`src/rtl/at86rf215_tx_sched.sv`:
```
// Packet-granular scheduler sharing one AT86RF215 LVDS TX serializer among NUM_REQ AXI-Stream IQ requesters.
// Optional build macro AT86RF215_TX_SCHED_STRICT_PRIO_EN: strict lowest-index priority instead of round-robin.
module at86rf215_tx_sched #(
  parameter int NUM_REQ      = 2,
  parameter int GUARD_CYCLES = 40,
  parameter int CFG_SETTLE   = 4,
  parameter int UF_LIMIT     = 4
) (
  input  logic                   i_aclk,
  input  logic                   i_areset,
  input  logic                   i_enable,
  input  logic [32*NUM_REQ-1:0]  i_s_axis_tdata,
  input  logic [NUM_REQ-1:0]     i_s_axis_tvalid,
  input  logic [NUM_REQ-1:0]     i_s_axis_tlast,
  output logic [NUM_REQ-1:0]     o_s_axis_tready,
  input  logic [5*NUM_REQ-1:0]   i_cfg_mark_samp_rate,
  input  logic [5*NUM_REQ-1:0]   i_cfg_sync_bits,
  output logic [31:0]            o_m_axis_tdata,
  output logic                   o_m_axis_tvalid,
  output logic                   o_m_axis_tlast,
  input  logic                   i_m_axis_tready,
  input  logic                   i_tx_underflow,
  output logic [4:0]             o_mark_samp_rate,
  output logic [4:0]             o_sync_bits,
  output logic [NUM_REQ-1:0]     o_grant,
  output logic                   o_busy,
  output logic                   o_burst_done,
  output logic                   o_burst_abort,
  output logic [15:0]            o_burst_words
);

  generate
    if (NUM_REQ < 2 || NUM_REQ > 4) begin : g_bad_num_req
      $error("at86rf215_tx_sched: NUM_REQ must be within 2..4");
    end
  endgenerate

  localparam int IDX_W   = $clog2(NUM_REQ);
  localparam int CNT_MAX = (GUARD_CYCLES > CFG_SETTLE) ? GUARD_CYCLES : CFG_SETTLE;
  localparam int CNT_W   = $clog2(CNT_MAX + 1);
  localparam int UF_W    = $clog2(UF_LIMIT + 1);

  typedef enum logic [2:0] {
    S_IDLE,
    S_CONFIG,
    S_STREAM,
    S_ABORT,
    S_GUARD
  } state_t;

  state_t             r_state;
  state_t             w_next;
  logic [IDX_W-1:0]   r_idx;
  logic [NUM_REQ-1:0] r_grant;
  logic [4:0]         r_mark;
  logic [4:0]         r_sync;
  logic [15:0]        r_words;
  logic [CNT_W-1:0]   r_cnt;
  logic [UF_W-1:0]    r_uf;
  logic               r_done;
  logic               r_abort;

  logic [IDX_W-1:0]   w_winner;
  logic [NUM_REQ-1:0] w_onehot;
  logic [31:0]        w_sData;
  logic               w_sValid;
  logic               w_sLast;
  logic               w_fwd;
  logic               w_ufHit;
  logic               w_grantNow;

`ifndef AT86RF215_TX_SCHED_STRICT_PRIO_EN
  logic [IDX_W-1:0]   r_rrPtr;

  function automatic logic [IDX_W-1:0] wrapIdx(input int base, input int off);
    int s;
    s = base + off;
    if (s >= NUM_REQ) s = s - NUM_REQ;
    return IDX_W'(s);
  endfunction
`endif

  // Winner search: descending loop so the lowest search offset is the last one to win.
  always_comb begin
    w_winner = '0;
`ifdef AT86RF215_TX_SCHED_STRICT_PRIO_EN
    for (int i = NUM_REQ - 1; i >= 0; i--)
      if (i_s_axis_tvalid[i]) w_winner = IDX_W'(i);
`else
    for (int i = NUM_REQ - 1; i >= 0; i--)
      if (i_s_axis_tvalid[wrapIdx(int'(r_rrPtr), i)]) w_winner = wrapIdx(int'(r_rrPtr), i);
`endif
    w_onehot           = '0;
    w_onehot[w_winner] = 1'b1;
  end

  assign w_sData    = i_s_axis_tdata[32*int'(r_idx) +: 32];
  assign w_sValid   = i_s_axis_tvalid[r_idx];
  assign w_sLast    = i_s_axis_tlast[r_idx];
  assign w_ufHit    = i_tx_underflow && (r_uf == UF_W'(UF_LIMIT - 1));
  assign w_grantNow = (r_state == S_IDLE) && (w_next == S_CONFIG);

  always_comb begin
    w_next          = r_state;
    o_m_axis_tdata  = '0;
    o_m_axis_tvalid = 1'b0;
    o_m_axis_tlast  = 1'b0;
    o_s_axis_tready = '0;
    w_fwd           = 1'b0;
    case (r_state)
      S_IDLE:
        if (i_enable && (|i_s_axis_tvalid)) w_next = S_CONFIG;
      S_CONFIG:
        if (r_cnt == CNT_W'(CFG_SETTLE - 1)) w_next = S_STREAM;
      S_STREAM: begin
        o_m_axis_tdata         = w_sData;
        o_m_axis_tvalid        = w_sValid;
        o_m_axis_tlast         = w_sLast;
        o_s_axis_tready[r_idx] = i_m_axis_tready;
        w_fwd                  = w_sValid && i_m_axis_tready;
        // A completing tlast beat takes precedence over an underflow abort.
        if (w_fwd && w_sLast) w_next = S_GUARD;
        else if (w_ufHit)     w_next = S_ABORT;
      end
      S_ABORT: begin
        o_s_axis_tready[r_idx] = 1'b1;
        if (w_sValid && w_sLast) w_next = S_GUARD;
      end
      S_GUARD:
        if (r_cnt == CNT_W'(GUARD_CYCLES - 1)) w_next = S_IDLE;
      default:
        w_next = S_IDLE;
    endcase
  end

  always_ff @(posedge i_aclk or posedge i_areset) begin
    if (i_areset) begin
      r_state <= S_IDLE;
      r_idx   <= '0;
      r_grant <= '0;
      r_mark  <= '0;
      r_sync  <= '0;
      r_words <= '0;
      r_cnt   <= '0;
      r_uf    <= '0;
      r_done  <= 1'b0;
      r_abort <= 1'b0;
`ifndef AT86RF215_TX_SCHED_STRICT_PRIO_EN
      r_rrPtr <= '0;
`endif
    end else begin
      r_state <= w_next;
      r_done  <= (r_state == S_STREAM) && (w_next == S_GUARD);
      r_abort <= (r_state == S_ABORT) && (w_next == S_GUARD);
      if (((r_state == S_CONFIG) || (r_state == S_GUARD)) && (w_next == r_state))
        r_cnt <= r_cnt + 1'b1;
      else
        r_cnt <= '0;
      if ((r_state == S_STREAM) && i_tx_underflow && (w_next == S_STREAM))
        r_uf <= r_uf + 1'b1;
      else
        r_uf <= '0;
      if (w_grantNow) begin
        r_idx   <= w_winner;
        r_grant <= w_onehot;
        r_mark  <= i_cfg_mark_samp_rate[5*int'(w_winner) +: 5];
        r_sync  <= i_cfg_sync_bits[5*int'(w_winner) +: 5];
        r_words <= '0;
`ifndef AT86RF215_TX_SCHED_STRICT_PRIO_EN
        r_rrPtr <= wrapIdx(int'(w_winner), 1);
`endif
      end else if (w_fwd && (r_words != 16'hFFFF)) begin
        r_words <= r_words + 16'd1;
      end
      if (w_next == S_GUARD) r_grant <= '0;
    end
  end

  assign o_mark_samp_rate = r_mark;
  assign o_sync_bits      = r_sync;
  assign o_grant          = r_grant;
  assign o_busy           = (r_state != S_IDLE);
  assign o_burst_done     = r_done;
  assign o_burst_abort    = r_abort;
  assign o_burst_words    = r_words;

endmodule

```
`config.mk`:
```
export PLATFORM = sky130hd
export DESIGN_NAME = at86rf215_tx_sched
export DESIGN_NICKNAME = d
export VERILOG_FILES = /design/src/rtl/at86rf215_tx_sched.sv
export SDC_FILE = /design/constraint.sdc
export NUM_CORES = 1
export LEC_CHECK = 0
export CORE_MARGIN = 2
export CORE_UTILIZATION = 42
export DETAILED_ROUTE_END_ITERATION = 8
export GPL_TIMING_DRIVEN = 0
export PLACE_DENSITY = 0.92
export SYNTH_ARGS = -nofsm -noshare
export SYNTH_HDL_FRONTEND = slang
export SYNTH_SLANG_ARGS = --single-unit
export TNS_END_PERCENT = 10
```
`constraint.sdc`:
```
create_clock -name i_aclk -period 6.1 [get_ports i_aclk]
set_clock_uncertainty 0.2 [all_clocks]
set_input_delay 1.22 -clock i_aclk [delete_from_list [all_inputs] [get_ports i_aclk]]
set_output_delay 1.22 -clock i_aclk [all_outputs]
set_load 0.05 [all_outputs]
```
== Yosys cells after proc, flatten, opt, wreduce, memory -nomap -nowiden ==
Index checks and enable logic that the tools add are counted.

* Register bits after elaboration: 44
* Input bits: 93
* Output and inout port bits: 67
* Word-level logic and storage cells: 100

* Add/subtract/negate cells: 8
* Multiply operators: 1
* $lt $le $gt $ge: 9
* Equal/unequal tests: 12
* Shift operators: 3
* Muxes and demuxes: 35
* Bitwise gates (word level): 1
* Reduce and logical (&&, ||, !) cells: 20

{| class="wikitable"
|+ Operators with widths
! operator !! number
|-
| $shiftx A64 B7 Y32 || 1
|-
| $mux W16 || 2
|-
| $mux W32 || 1
|-
| $shiftx A10 B32 Y5 || 1
|-
| $mux W3 || 7
|-
| $mux W1 || 18
|-
| $add A16 B1 Y16 const B || 1
|-
| $ne A16 B16 Y1 const B || 1
|-
| $pmux W3 S5 || 1
|-
| $logic_and A1 B1 Y1 || 14
|-
| $eq A3 B2 Y1 const B || 4
|-
| $shiftx A10 B5 Y5 || 1
|-
| $lt A1 B2 Y1 const B || 4
|-
| $add A6 B1 Y6 const B || 1
|-
| $eq A3 B1 Y1 const B || 2
|-
| $eq A3 B3 Y1 const B || 2
|-
| $eq A6 B2 Y1 const B || 1
|-
| $eq A6 B6 Y1 const B || 1
|-
| $mux W6 || 1
|-
| $add A1 B1 Y2 const B || 2
|-
| $ge A2 B2 Y1 const B || 2
|-
| $mul A3 B1 Y4 const A || 1
|-
| $mux W2 || 2
|-
| $pmux W2 S2 || 1
|-
| other kinds (12) || 17
|}

== Logic depth before layout (Yosys ltp) ==
* Depth after elaboration: 13
* Gate-level depth with buffers: 7
* Depth with buffers taken out: 5

== Worst setup path after synthesis ==
Ideal clock, no wire load.

* Kind: input port to output port
* From: input port i_m_axis_tready
* To: output port o_s_axis_tready[0]
* Data arrival time: 1.991 ns
* Required time: 4.680 ns
* Slack: 2.689 ns
* Stages: 2
* Buffers on the path: 0
* Cells stage by stage: o21ai_0 > nor2_1

* Cells in the longest elaborated chain, start to end: 2

{| class="wikitable"
|+ Ends and longest elaborated chain
! item !! line !! text
|-
| start: declaration || 21 || <nowiki>input logic i_m_axis_tready,</nowiki>
|-
| $and A2 B2 Y2 (no line) || -- ||
|-
| $pmux W2 S2 || 110 || <nowiki>case (r_state)</nowiki>
|-
| end: declaration || 15 || <nowiki>output logic [NUM_REQ-1:0] o_s_axis_tready,</nowiki>
|}

Every way passes these cells.

== Worst setup path after layout ==
* From: input port i_s_axis_tvalid[1]
* To: output port o_m_axis_tvalid

* Cells in the longest elaborated chain, start to end: 3

{| class="wikitable"
|+ Ends and longest elaborated chain
! item !! line !! text
|-
| start: declaration || 13 || <nowiki>input logic [NUM_REQ-1:0] i_s_axis_tvalid,</nowiki>
|-
| $mux W1 (implied by the code) (2 in a row) || 98 || <nowiki>assign w_sValid = i_s_axis_tvalid[r_idx];</nowiki>
|-
| $mux W1 || 110 ||
|-
| end: declaration || 19 || <nowiki>output logic o_m_axis_tvalid,</nowiki>
|}

Every way passes these cells. The select of a mux whose other input is x is not followed.

==> reports/results.md <==
| Parameter | Reported | Unit |
|:---|:---|:---|
| Remaining number of nets flagged by the antenna check after routing | 0 | - |
| Critical path's largest stage delay | 0.82 | ns |
| Total gr overflow | 0 | - |
| Largest delay contributor family on the critical path | buffers and inverters | - |
| Biggest area contributors in the synthesized netlist | dfrtp_1 (38%), mux2i_1 (16%), nor2_1 (6.7%) | - |
| Clk sinks | 44 | - |
| Overall power | 1540 | µW |
| Antenna Cells | 0 | - |
| Clock period minus worst slack | 4.37 | ns |
| Run status | finished clean | - |
| CTS Buf Count | 5 | - |
| Arrival time worst endpoint | 2.95 | ns |
| Power per cell area | 329 | nW/µm² |
| Depth of the CTS H-tree | 2 | - |
| Final Cycle Share | 0.716 | - |
| Post-synthesis cell type with the largest combined area | dfrtp_1 | - |
| Number of global-route vias before repair | 3138 | - |
| Leakage | 0.00187 | µW |
| DR vias | 3194 | - |
| Final-report hold violation count | 0 | - |
| Fraction of final layout cells with drive strength greater than 1 | 0.0447 | - |
| Achievable frequency | 229 | MHz |
| Maximum vdd drop | 325 | µV |
| Final setup TNS | 0 | ns |
| CTS clk-pin slew, worst paths | 0.09 | ns |
| Number of failing setup endpoints in the final timing report | 0 | - |
| Post-CTS Hold Buffers | 0 | - |
| Dominant cell type by count on the critical path | clkdlybuf4s50_1 | - |
| Post-synth EDFFs | 0 | - |
| Post-DR wirelength/cell | 16.9 | µm |
| Largest net degree at the start of global routing | 45 | - |
| Final weighted congestion of routability-driven global placement | 0.920 | - |
| Highest net fanout along the worst path | 5 | - |
| Number of inserted filler cells in the final layout | 526 | - |
| Count leader, synth | nor2_1 | - |
| Initial DRC Count | 135 | - |
| Post-cts repair resize count | 0 | - |
| Slack of the worst reg-to-reg path | 3.67 | ns |
| Area share of the leading cell type in the synthesized netlist | 0.385 | - |
| Synthesized net count | 422 | - |
| Total detailed-routing wirelength | 9670 | µm |
| Routed via count divided by cell count | 5.58 | - |
| Worst setup slack after placement | 1.74 | ns |
| Transition at the pin with the smallest max-transition slack | 0.914 | ns |
| Total cell area at the placement stage | 4550 | µm² |
| Area of the mapped netlist | 2860 | µm² |
| Worst Path Required | 4.68 | ns |
| Count of unique library cells instantiated by Yosys | 45 | - |
| Pins over their slew limit | 0 | - |
| Die ar. | 7490 | µm² |
| Overall Global Routing Usage | 0.252 | - |
| Count of state elements after synthesis | 44 | - |
| Number of warnings issued by yosys | 0 | - |
| Slew Limit Headroom | 0.390 | - |
| Start point of the worst min-delay path | r_cnt[0] | - |
| Floorplan row count | 30 | - |
| Clock network latency to the later pin of the worst-skew pair | 0.30 | ns |
| Clk buf depth | 2 | - |
| Clock root buffer | clkbuf_8 | - |
| Multi-input gate area in the final layout | 1630 | µm² |
| Sequential cell area | 1100 | µm² |
| Count of placed standard cells including taps | 564 | - |
| Kind of path behind the tightest hold check | flip-flop to flip-flop | - |
| Number of top-level pins | 160 | - |
| Leading post-synthesis cells by instance count | nor2_1 (51), mux2i_1 (46), dfrtp_1 (44), nand2_1 (28), o21ai_0 (18) | - |
| Seq/Total Area, Yosys | 0.385 | - |
| Number of max-cap violations | 0 | - |
| Post-layout worst setup margin | 1.73 | ns |
| Cell chain of the critical path | clkdlybuf4s50_1, mux2i_1, nor2_1, clkdlybuf4s50_1 | - |
| Setup repair after global routing missed its margin | no | - |
| Cell Count, Final, Fillers Out | 572 | - |
| Initial core utilization | 0.428 | - |
| Setup crit start kind | input port | - |
| Global-route wire length before repair | 15100 | µm |
| Synth-to-layout area growth | 63.0 | % |
| Core area | 6680 | µm² |
| Startpoint of the lowest-slack register-to-register path | r_state[0] | - |
| Synthesized area per cell | 8.80 | µm² |
| TritonCTS clock tree | done | - |
| Type of the worst setup path | input port to output port | - |
| Post-CTS repair timing setup buffer count | 0 | - |
| Floorplan die width | 86.5 | µm |
| Remaining design rule violation count | 0 | - |
| Detailed-placement wirelength estimate | 7360 | µm |
| Critical Path Start | i_s_axis_tvalid[1] | - |
| Top flip-flop cell by instance count after synthesis | dfrtp_1 | - |
| Setup crit end kind | output port | - |
| Cell with the largest stage delay on the worst path | clkdlybuf4s50_1 | - |
| Number of cells produced by synthesis | 325 | - |
| Post-route cell area | 4660 | µm² |
| Die Ht | 86.5 | µm |
| Nets | 588 | - |
| Number of buffer cells added on primary ports | 159 | - |
| Iteration count of the initial detailed-routing pass | 4 | - |
| Sum of buffers and inverters on the critical path | 2 | - |
| Number of antenna violations at the first check in global routing | 0 | - |
| Async set-or-reset flop fraction in the synthesized netlist | 1.00 | - |
==> sequential cells by signal, indices dropped and copies added, names as in the netlist <==
| name | count |
|---|---|
| r_uf | 3 |
| o_grant | 2 |
| r_rrPtr | 1 |
| o_mark_samp_rate | 5 |
| r_state | 3 |
| o_burst_abort | 1 |
| o_burst_words | 16 |
| r_cnt | 6 |
| r_idx | 1 |
| o_burst_done | 1 |
| o_sync_bits | 5 |
==> layer usage <==
layer | global-route usage | part of all wire | up-vias
li1 | - | - | 1505
met1 | 0.304 | 0.39 | 1505
met2 | 0.452 | 0.50 | 170
met3 | 0.0590 | 0.096 | 14
met4 | 0.0668 | 0.015 | 0
met5 | 0 | 0 | -
==> final cells by class <==
class | instances | share of cell area
well taps | 80 | 0.0215
repair buffers | 159 | 0.341
multi-input cells | 252 | 0.349
inverters | 9 | 0.00724
clock inverters | 3 | 0.00912
clock buffers | 5 | 0.0148
flip-flops and latches | 44 | 0.236
plain buffers | 20 | 0.0215
==> worst reg2reg max path: cells and delay by family (launching register included) <==
kind / cells / cell delay (ns)
AOI/OAI and AO/OA: 1 / 0.09
and+or+nand+nor: 2 / 0.62
DFF: 1 / 0.39
buffers and inverters: 3 / 1.00
==> cell families after synthesis <==
kind of cell	synth area share
AND/OR/NAND/NOR	0.251
multiplexers	0.165
buffers and inverters	0.0468
XOR/XNOR	0.0122
adder cells (fa/ha/maj)	0.0175
AO/OA/AOI/OAI	0.123
flip-flops	0.385
==> per-stage QoR <==
step | hold WS, ns | util
3_5_place_dp | 0.250 | 0.681
3_3_place_gp | 0.244 | 0.681
2_1_floorplan | 0.233 | -
6_report | 0.271 | 0.698
4_1_cts | 0.261 | 0.698
5_1_grt | 0.307 | 0.698
==> where the power goes <==
part / switching, µW / internal, µW
combinational: 576 / 334
clock: 107 / 121
sequential: 43.8 / 355
total: 727 / 810
==> cell usage in the layout (no fill, tap or decap), types with 3 or more instances in the layout <==
cell | synthesis | routed
ha_1 | 4 | 4
nand3_1 | 15 | 15
nor4_1 | 9 | 9
o31ai_1 | 9 | 9
inv_1 | 9 | 8
and2_1 | 3 | 3
nor2_1 | 51 | 51
clkbuf_8 | 0 | 5
buf_2 | 5 | 5
o21ai_0 | 18 | 18
or4_1 | 10 | 10
mux2i_1 | 46 | 46
clkbuf_1 | 10 | 10
nand2_1 | 28 | 28
nand4_1 | 6 | 6
nand3b_1 | 3 | 3
dfrtp_1 | 44 | 44
and4_1 | 3 | 3
a21oi_1 | 13 | 13
clkdlybuf4s50_1 | 0 | 159
==> worst paths after layout <==
path / to / cells after the start
max: o_m_axis_tvalid / 4
min: r_cnt[0] / 1
max in group asynchronous: o_burst_words[12] / 2
max reg2reg: o_burst_words[7] / 6
min reg2reg: r_cnt[0] / 1
min in group asynchronous: o_burst_words[3] / 2
Note: power is estimated with default switching activity, not from simulation.
